$ cat src/rtl/if_stage.sv
// if_stage
//
// Instruction-fetch stage plus the IF/ID pipeline register of the pipelined
// MIPS-style CPU. Holds the program counter, presents it as the
// instruction-memory address and latches the fetched word together with its
// PC+4 for the decode stage. Load-use stalls freeze the stage; redirects from
// later stages load a new PC and flush IF/ID with a bubble.
//
// Ports:
//   clk            rising-edge clock
//   rst_n          synchronous active-low reset
//   stall_i        hold PC, IF/ID and the fetch counter this cycle
//   redirect_i     load redirect_pc_i into PC and flush IF/ID
//   redirect_pc_i  redirect target (low two bits ignored)
//   imem_addr_o    instruction-memory address (current PC)
//   imem_rdata_i   instruction word at imem_addr_o, same-cycle read
//   id_instr_o     IF/ID instruction
//   id_pc4_o       IF/ID PC+4 of that instruction
//   id_valid_o     IF/ID holds a real instruction (0 = bubble)
//   id_imm16_o     low 16 bits of id_instr_o, for the decode sign extender
//   fetch_count_o  instructions accepted into IF/ID since reset
module if_stage #(
  parameter logic [31:0] RESET_PC = 32'h0000_0000,
  parameter logic [31:0] NOP_WORD = 32'h0000_0000
) (
  input  logic        clk,
  input  logic        rst_n,
  input  logic        stall_i,
  input  logic        redirect_i,
  input  logic [31:0] redirect_pc_i,
  output logic [31:0] imem_addr_o,
  input  logic [31:0] imem_rdata_i,
  output logic [31:0] id_instr_o,
  output logic [31:0] id_pc4_o,
  output logic        id_valid_o,
  output logic [15:0] id_imm16_o,
  output logic [31:0] fetch_count_o
);

  logic [31:0] pc_reg, pc_next;
  logic [31:0] id_instr_reg, id_instr_next;
  logic [31:0] id_pc4_reg, id_pc4_next;
  logic        id_valid_reg, id_valid_next;
  logic [31:0] fetch_count_reg, fetch_count_next;
  logic [31:0] pc_plus4;

  // Targets are always word aligned, so the low bits of the redirect
  // address are deliberately dropped.
  logic unused_redirect_low;
  assign unused_redirect_low = ^redirect_pc_i[1:0];

  // Modulo-2^32: 32'hFFFF_FFFC advances to 0.
  assign pc_plus4 = pc_reg + 32'd4;

  // Next-state selection; redirect outranks stall so a wrong-path stall
  // can never hold a flushed instruction in IF/ID.
  always_comb begin
    pc_next          = pc_reg;
    id_instr_next    = id_instr_reg;
    id_pc4_next      = id_pc4_reg;
    id_valid_next    = id_valid_reg;
    fetch_count_next = fetch_count_reg;
    if (redirect_i) begin
      pc_next       = {redirect_pc_i[31:2], 2'b00};
      id_instr_next = NOP_WORD;
      id_pc4_next   = 32'd0;
      id_valid_next = 1'b0;
    end else if (!stall_i) begin
      pc_next          = pc_plus4;
      id_instr_next    = imem_rdata_i;
      id_pc4_next      = pc_plus4;
      id_valid_next    = 1'b1;
      fetch_count_next = fetch_count_reg + 32'd1;
    end
  end

  always_ff @(posedge clk) begin
    if (!rst_n) begin
      pc_reg          <= RESET_PC;
      id_instr_reg    <= NOP_WORD;
      id_pc4_reg      <= 32'd0;
      id_valid_reg    <= 1'b0;
      fetch_count_reg <= 32'd0;
    end else begin
      pc_reg          <= pc_next;
      id_instr_reg    <= id_instr_next;
      id_pc4_reg      <= id_pc4_next;
      id_valid_reg    <= id_valid_next;
      fetch_count_reg <= fetch_count_next;
    end
  end

  assign imem_addr_o   = pc_reg;
  assign id_instr_o    = id_instr_reg;
  assign id_pc4_o      = id_pc4_reg;
  assign id_valid_o    = id_valid_reg;
  assign id_imm16_o    = id_instr_reg[15:0];
  assign fetch_count_o = fetch_count_reg;

endmodule

$ cat config.mk
export PLATFORM = sky130hd
export DESIGN_NAME = if_stage
export DESIGN_NICKNAME = d
export VERILOG_FILES = /design/src/rtl/if_stage.sv
export SDC_FILE = /design/constraint.sdc
export NUM_CORES = 1
export LEC_CHECK = 0
export ABC_AREA = 1
export BUFFER_PORTS_ARGS = -buffer_cell sky130_fd_sc_hd__buf_4
export CORE_MARGIN = 2
export CORE_UTILIZATION = 54
export CTS_CLUSTER_DIAMETER = 50
export DETAILED_ROUTE_END_ITERATION = 12
export PLACE_DENSITY = 0.87
export SETUP_SLACK_MARGIN = 0.05
export SLEW_MARGIN = 20
export SYNTH_ARGS = -nofsm -noshare
export SYNTH_HDL_FRONTEND = slang
export SYNTH_SLANG_ARGS = --single-unit
$ cat constraint.sdc
create_clock -name clk -period 2.41 [get_ports clk]
set_clock_uncertainty 0.15 [all_clocks]
set_input_delay 0 -clock clk [delete_from_list [all_inputs] [get_ports clk]]
set_output_delay 0 -clock clk [all_outputs]
set_load 0.05 [all_outputs]
==> results.cfg, run 1 <==
[floorplanning]
placementRows = 39
die-area_um2 = 12300
die_w_um = 111
fp.dieH_um = 111
initial_core_util_pct = 54.7
io_pins = 213
core_area_um2 = 11300

[layout]
fillers = 756
layout_commonest_cell = nand2_1
area_growth_pct = 47.0
layout.area.seq_um2 = 2500
fin_util_pct = 80.4
final_area_um2 = 9100
drive_gt1_share_pct = 20.9
mostFrequentLayoutCells = 281 x nand2_1, 212 x buf_4, 165 x nor2_1
fin_nets = 1290
multiInputGateArea_um2 = 2990
n_antenna_cell = 0

[detailed_routing]
via_count = 7312
viasPerCell = 5.31
ant_nets = 0
routed_wl_um = 21200
route.detailed.wl_per_inst_um = 15.4
dr.pass1.iters = 5
drt_iter0_markers = 747
post-route-drc-count = 0

[sta]
slew_headroom_pct = 56.9
fin_hold_ws_ns = 0.240
max_freq_mhz = 489
min_period_over_period_pct = 84.9
slew_viol_final = 0
fin_crit_ns = 2.05
finalSetupTns_ns = 0
hold_viol_final = 0
setup_viol_count_final = 0
tightest_slew_ns = 0.646
rsz0062_at_grt = false

[setup_path]
required_ns = 2.58
critPathArrivalTime_ns = 2.21
crit_chain = ha_1 > nand3_1 > nor2_1 > nand3_1 > xor2_1 > o21ai_0 > inv_1
crit_slowest_cell = dfxtp_1
worst_path_largest_cell_delay_ns = 0.42
rrSetupSlack_ns = 0.36
cp_common_cell = nand3_1
cp_top_family = simple AND/OR/NAND/NOR gates
crit_type = register to register
path_max_fanout = 5
end_kind = register
cp.depth = 7
ff2ff_path_depth = 7
start_kind = register
cp_num_buf_inv = 1

[job]
drv_cap = 0

[pwr]
p_total_uw = 5810
p_per_area_nw_per_um2 = 639
p_leak_uw = 0.00422
peakVddDrop_mv = 0.666

[synth]
synth_cell_type_count = 35
ys_ff_latch = 125
avgSynthCellArea_um2 = 6.44
synth_area_um2 = 6190
netlist_instances = 961
ys_seq_area_share_pct = 40.4
ys_warn_count = 0

[clock_tree]
cts_root_buf = clkbuf_16
cts_made_buffers = 17
clk_path_buf_depth = 2
worstSkewPairLatency_ns = 0.43
clock_sinks = 125
cts_tree = built
post_cts_buffers = 0
clkSlewWorstSetupHoldPaths_ns = 0.06
cts_max_level = 4

[grt]
grt_pass1_wl_um = 34300
grt_max_degree = 63
antenna_found_initial = 0
overflow = 0
track_usage_pct = 34.1
grt_pass1_vias = 7042

[hold_path]
hold_path_class = primary input to register
min_path_cells = 4

[placement]
port_buffers = 206
place_area_um2 = 7690
place_congestion = 0.953
dp_hpwl_um = 12800

[outcome]
status = completed
state kept, by name (all words and copies together) (netlist names):
register and cells:
fetch_count_o 32, id_valid_o 1, imem_addr_o 30, id_pc4_o 30
id_instr_o 32
cells in the mapped netlist, drive strengths merged:
cell	n	area [um^2]
xor2	12	105
dfxtp	125	2500
a31oi	8	50.1
nand3b	1	7.51
nor2	171	667
o211ai	1	7.51
o21bai	1	7.51
ha	2	25.0
buf	28	185
a21oi	65	325
and3	1	6.26
nand2	284	1080
nand4	4	25.0
clkinv	2	8.75
o21a	2	15.0
clkbuf	26	97.6
nand3	42	210
xnor2	8	70.1
inv	110	415
nor4	1	6.26
a22o	4	35.0
conb	1	3.75
o21ai	58	290
nor3	4	42.5
stage by stage:
stage / setup WS, ns / std cells
3_5_place_dp: 0.456 / 1265
4_1_cts: 0.261 / 1376
2_1_floorplan: 0.345 / 964
3_3_place_gp: 0.503 / 1265
6_report: 0.365 / 1376
5_1_grt: 0.226 / 1376
power by group:
part	internal (uW)	total, uW	switching (uW)
registers	2140	2210	74.4
clock network	1690	2690	1000
logic	330	909	579
total	4150	5810	1660
metal layers:
layer | GRT usage [%] | share of wire [%]
met1 | 38.5 | 38
met2 | 61.2 | 51
met3 | 8.53 | 8.2
met4 | 14.7 | 3.4
met5 | 0 | 0
layout make-up:
cell class	instances	share of cell area, %
multi-input combinational	673	32.9
inverter	112	4.66
timing repair buffer	291	26.2
clock inverter	13	1.79
tap	143	1.97
sequential	125	27.5
clock buffer	19	4.98
timing repair:
action	CTS	global route
resized for setup	0	1
hold buffers	79	0
setup endpoints to repair	0	1
endpoints found under the hold margin	100	0
worst reg2reg max path, stage by stage (launching register included):
cell and delay (ns):
dfxtp_1 0.42, ha_1 0.26, nand3_1 0.19, nor2_1 0.37, nand3_1 0.16, xor2_1 0.19
o21ai_0 0.15, inv_1 0.05
cells by family (layout without fill, tap and decap cells):
group                    after synthesis  in the layout  share of synthesized area, %
XOR/XNOR                              20             20                          2.83
flip-flops                           125            125                          40.4
AO/OA/AOI/OAI                        139            139                          11.8
other                                  1              4                        0.0606
AND/OR/NAND/NOR                      508            508                          33.0
adder cells (fa/ha/maj)                2              2                         0.404
buffers and inverters                166            435                          11.4
worst paths after layout:
path                     from              to
max            imem_addr_o[3]    id_pc4_o[16]
min          imem_rdata_i[24]  id_instr_o[24]
max reg2reg    imem_addr_o[3]    id_pc4_o[16]
min reg2reg       id_pc4_o[2]     id_pc4_o[2]
No activity file was read; power rests on OpenSTA's default activity.
==> inputs of run 2 (changes only) <==
Settings changed: CORE_UTILIZATION 54 to 46, PLACE_DENSITY 0.87 to 0.79.
Clock period 2.41 ns to 1.7 ns, I/O delays scaled along.
==> results.cfg, run 2 (synthesis gave the netlist of run 1 again) <==
[sta]
fin_hold_ws_ns = 0.240
hold_viol_final = 0
worst_slack_ns = 0.0483
setup_viol_count_final = 0
max_freq_mhz = 605
fin_crit_ns = 1.65
tightest_slew_ns = 0.648
slew_headroom_pct = 56.8
min_period_over_period_pct = 97.2
rsz0062_at_grt = true
slew_viol_final = 0

[hold_path]
worstHoldStart = imem_rdata_i[4]
min_path_cells = 4
hold_end = id_instr_o[4]
hold_path_class = primary input to register

[setup_path]
end_kind = register
path_max_fanout = 5
start_kind = register
crit_type = register to register
rr_endpoint = imem_addr_o[21]
worst_path_largest_cell_delay_ns = 0.38
crit_chain = nand2_1 > nor2_2 > nand2_4 > nor2_4 > nand2_1 > nand2_1 > nand2_1 > a21oi_1 > nor2_1
cp_num_buf_inv = 0
crit_slowest_cell = dfxtp_4
critPathArrivalTime_ns = 1.78
ff2ff_path_depth = 9
cp_common_cell = nand2_1
r2r-start = imem_addr_o[6]
rrSetupSlack_ns = 0.05
required_ns = 1.83
cp_top_family = simple AND/OR/NAND/NOR gates

[placement]
pre_cts_ws_ns = -0.0209
dp_hpwl_um = 13300
dp_cells = 1319
place_area_um2 = 8000
place_congestion = 0.959
port_buffers = 206

[grt]
overflow = 0
antenna_found_initial = 0
track_usage_pct = 27.9
grt_pass1_wl_um = 32200
grt_max_degree = 63
grt_pass1_vias = 6657

[detailed_routing]
ant_nets = 0
post-route-drc-count = 0
dr.pass1.iters = 6
route.detailed.wl_per_inst_um = 14.5
viasPerCell = 5.02
drt_iter0_markers = 507
routed_wl_um = 20700
via_count = 7178

[floorplanning]
initial_core_util_pct = 46.9
core_area_um2 = 13200
die-area_um2 = 14400
io_pins = 213
fp.dieH_um = 120
die_w_um = 120
placementRows = 42

[clock_tree]
worstSkewPairLatency_ns = 0.41
clkSlewWorstSetupHoldPaths_ns = 0.06
cts_made_buffers = 17
cts_root_buf = clkbuf_16
clk_path_buf_depth = 2
cts_max_level = 4
clock_sinks = 125
cts_tree = built

[layout]
fin_nets = 1310
area_growth_pct = 56.1
layout_commonest_cell = nand2_1
final_area_um2 = 9660
mostFrequentLayoutCells = 268 x nand2_1, 238 x buf_4, 132 x nor2_1
final_cells = 1430
drive_gt1_share_pct = 31.9

[pwr]
p_total_uw = 8100
p_leak_uw = 0.00443
p_per_area_nw_per_um2 = 838
peakVddDrop_mv = 0.497

[job]
drv_cap = 0

[outcome]
status = completed
[run 2: power by group]
part / switching, uW / internal [uW]
Combinational: 825 / 488
Clock: 1310 / 2350
Sequential: 104 / 3030
[run 2: layout make-up]
type | instances | area (um^2)
fillers | 993 | 3530
multi-input cells | 673 | 3260
flip-flops and latches | 125 | 2590
repair buffers | 311 | 2540
clock buffers | 24 | 536
inverters | 112 | 430
well taps | 176 | 220
clock inverters | 8 | 75.1
diodes | 1 | 2.50
[run 2: repair_timing]
item                                   CTS  global route
buffers inserted                         2             8
endpoints found under the hold margin   87             0
gates resized for setup                 12            77
hold buffers                            68             0
setup endpoints to repair               17            63
pin swaps                                5            23
[run 2: layer usage]
metal	routed length, um	up-vias	GRT usage [%]
li1	-	3534	-
met1	8200	3234	33.3
met2	10200	341	47.4
met3	1460	69	5.56
met4	906	0	14.2
met5	0	-	0
[run 2: worst max path at each step]
| stage | from | end | slack [ns] | cells after the start |
|---|---|---|---|---|
| floorplan | imem_addr_o[2] | id_pc4_o[16] | 0.02 | 7 |
| global placement | imem_addr_o[2] | id_pc4_o[16] | 0.03 | 7 |
| detailed placement | imem_addr_o[2] | imem_addr_o[22] | -0.02 | 10 |
| CTS | fetch_count_o[0] | fetch_count_o[24] | 0.04 | 9 |
| global route | imem_addr_o[4] | id_pc4_o[23] | -0.06 | 7 |
| finish | imem_addr_o[6] | imem_addr_o[21] | 0.05 | 9 |
[run 2: tightest hold or removal path: cells and delay by family]
family	cells	cell delay, ns
and+or+nand+nor	1	0.04
AOI/OAI and AO/OA	1	0.10
buffers and inverters	2	0.63
[run 2: per-stage QoR]
| stage | util (%) | TNS (ns) |
|---|---|---|
| 6_report | 73.2 | 0 |
| 5_1_grt | 73.2 | -0.245 |
| 4_1_cts | 70.9 | 0 |
| 3_5_place_dp | 60.7 | -0.0416 |
| 3_3_place_gp | 60.7 | 0 |
| 2_1_floorplan | - | 0 |
==> inputs of run 3 (changes only) <==
--- a/config.mk
+++ b/config.mk
@@ -8,10 +8,10 @@
 export ABC_AREA = 1
 export BUFFER_PORTS_ARGS = -buffer_cell sky130_fd_sc_hd__buf_4
-export CORE_MARGIN = 2
+export CORE_MARGIN = 4
 export CORE_UTILIZATION = 46
 export CTS_CLUSTER_DIAMETER = 50
 export DETAILED_ROUTE_END_ITERATION = 12
 export PLACE_DENSITY = 0.79
-export SETUP_SLACK_MARGIN = 0.05
+export SETUP_SLACK_MARGIN = 0.3
 export SLEW_MARGIN = 20
 export SYNTH_ARGS = -nofsm -noshare
==> constraint.sdc (replaced) <==
create_clock -name clk -period 1.7 [get_ports clk]
set_clock_uncertainty 0.15 [all_clocks]
set_input_delay 0.085 -clock clk [delete_from_list [all_inputs] [get_ports clk]]
set_output_delay 0.085 -clock clk [all_outputs]
set_load 0.05 [all_outputs]
==> results.cfg, run 3 (synthesis gave the netlist of run 1 again) <==
[sta]
fin_crit_ns = 1.87
worst_slack_ns = -0.165
finalSetupTns_ns = -0.192
setup_viol_count_final = 2
tightest_slew_ns = 0.664
slew_headroom_pct = 55.8
max_freq_mhz = 536
fin_hold_ws_ns = 0.0791
min_period_over_period_pct = 110
slew_viol_final = 0
rsz0062_at_grt = true
hold_viol_final = 0

[grt]
antenna_found_initial = 0
grt_pass1_wl_um = 34900
grt_max_degree = 63
overflow = 0
track_usage_pct = 29.0
grt_pass1_vias = 7210

[pwr]
peakVddDrop_mv = 0.560
p_leak_uw = 0.00492
p_per_area_nw_per_um2 = 749

[detailed_routing]
dr.pass1.iters = 5
route.detailed.wl_per_inst_um = 17.7
drt_iter0_markers = 645
via_count = 7879
post-route-drc-count = 0
ant_nets = 0
viasPerCell = 5.34
routed_wl_um = 26100

[outcome]
violations = negative setup slack
status = finished with violations

[setup_path]
path_max_fanout = 5
rr_endpoint = imem_addr_o[8]
r2r-start = imem_addr_o[3]
required_ns = 1.84
critPathArrivalTime_ns = 2.01
ff2ff_path_depth = 7
crit_type = register to register
end_kind = register
crit_start = imem_addr_o[3]
rrSetupSlack_ns = -0.17
start_kind = register

[layout]
drive_gt1_share_pct = 42.8
fin_util_pct = 81.7
layout_commonest_cell = buf_4
area_growth_pct = 74.3
n_antenna_cell = 0
fin_nets = 1357
final_area_um2 = 10800
final_cells = 1476
mostFrequentLayoutCells = 269 x buf_4, 226 x nand2_1, 106 x nor2_1

[job]
drv_cap = 0

[hold_path]
worstHoldStart = stall_i
min_path_cells = 6
hold_path_class = primary input to register
hold_end = fetch_count_o[7]

[clock_tree]
cts_max_level = 4
clkSlewWorstSetupHoldPaths_ns = 0.06
cts_made_buffers = 17
clk_path_buf_depth = 2
worstSkewPairLatency_ns = 0.42
cts_root_buf = clkbuf_16
cts_tree = built
clock_sinks = 125

[placement]
dp_cells = 1303
place_area_um2 = 8250
port_buffers = 206
place_congestion = 0.957
dp_hpwl_um = 13900

[floorplanning]
die-area_um2 = 15400
core_area_um2 = 13200
initial_core_util_pct = 46.9
die_w_um = 124
io_pins = 213
fp.dieH_um = 124
placementRows = 42
-- run 3: routing by layer --
layer	global-route usage [%]	wire, um
met1	31.9	9100
met2	50.8	12900
met3	7.04	2300
met4	17.0	1790
met5	0	0
-- run 3: how the worst max path moves through the flow --
stage,endpoint,depth (start not counted)
2_1_floorplan,fetch_count_o[24],9
3_3_place_gp,fetch_count_o[24],9
3_5_place_dp,imem_addr_o[18],8
4_1_cts,id_pc4_o[18],9
5_1_grt,imem_addr_o[8],7
6_report,imem_addr_o[8],7
-- run 3: power breakdown --
group	leakage [uW]	switching (uW)	internal, uW
registers	0.00106	122	2990
logic	0.00357	902	554
clock network	0.000292	1430	2080
total	0.00492	2450	5620
-- run 3: cell type report --
cell class	count	area, um^2
Clock buffer	20	489
Clock inverter	12	80.1
Fill cell	790	2410
Inverter	112	434
Multi-Input combinational cell	673	3930
Sequential cell	125	2690
Tap cell	176	220
Timing Repair Buffer	358	2940
-- run 3: what timing repair did --
action                     4_1_cts  5_1_grt
gates resized for setup         67      110
pin swaps                       41       54
hold buffers                    72        0
hold endpoints to repair        73        0
setup endpoints to repair       65       82
setup buffers                   31       38
-- run 3: worst max-delay path: stages, from the launching register on --
cell     delay, ns
dfxtp_4       0.39
ha_4          0.18
nand3_4       0.11
nor2_4        0.21
buf_6         0.14
xor2_4        0.16
nand2_1       0.11
a31oi_1       0.29
-- run 3: through the flow --
stage	setup slack, ns	total power, uW
6_report	-0.165	8070
5_1_grt	-0.175	8320
4_1_cts	0.123	7950
3_5_place_dp	0.0583	4300
3_3_place_gp	0.109	4280
2_1_floorplan	0.116	3900
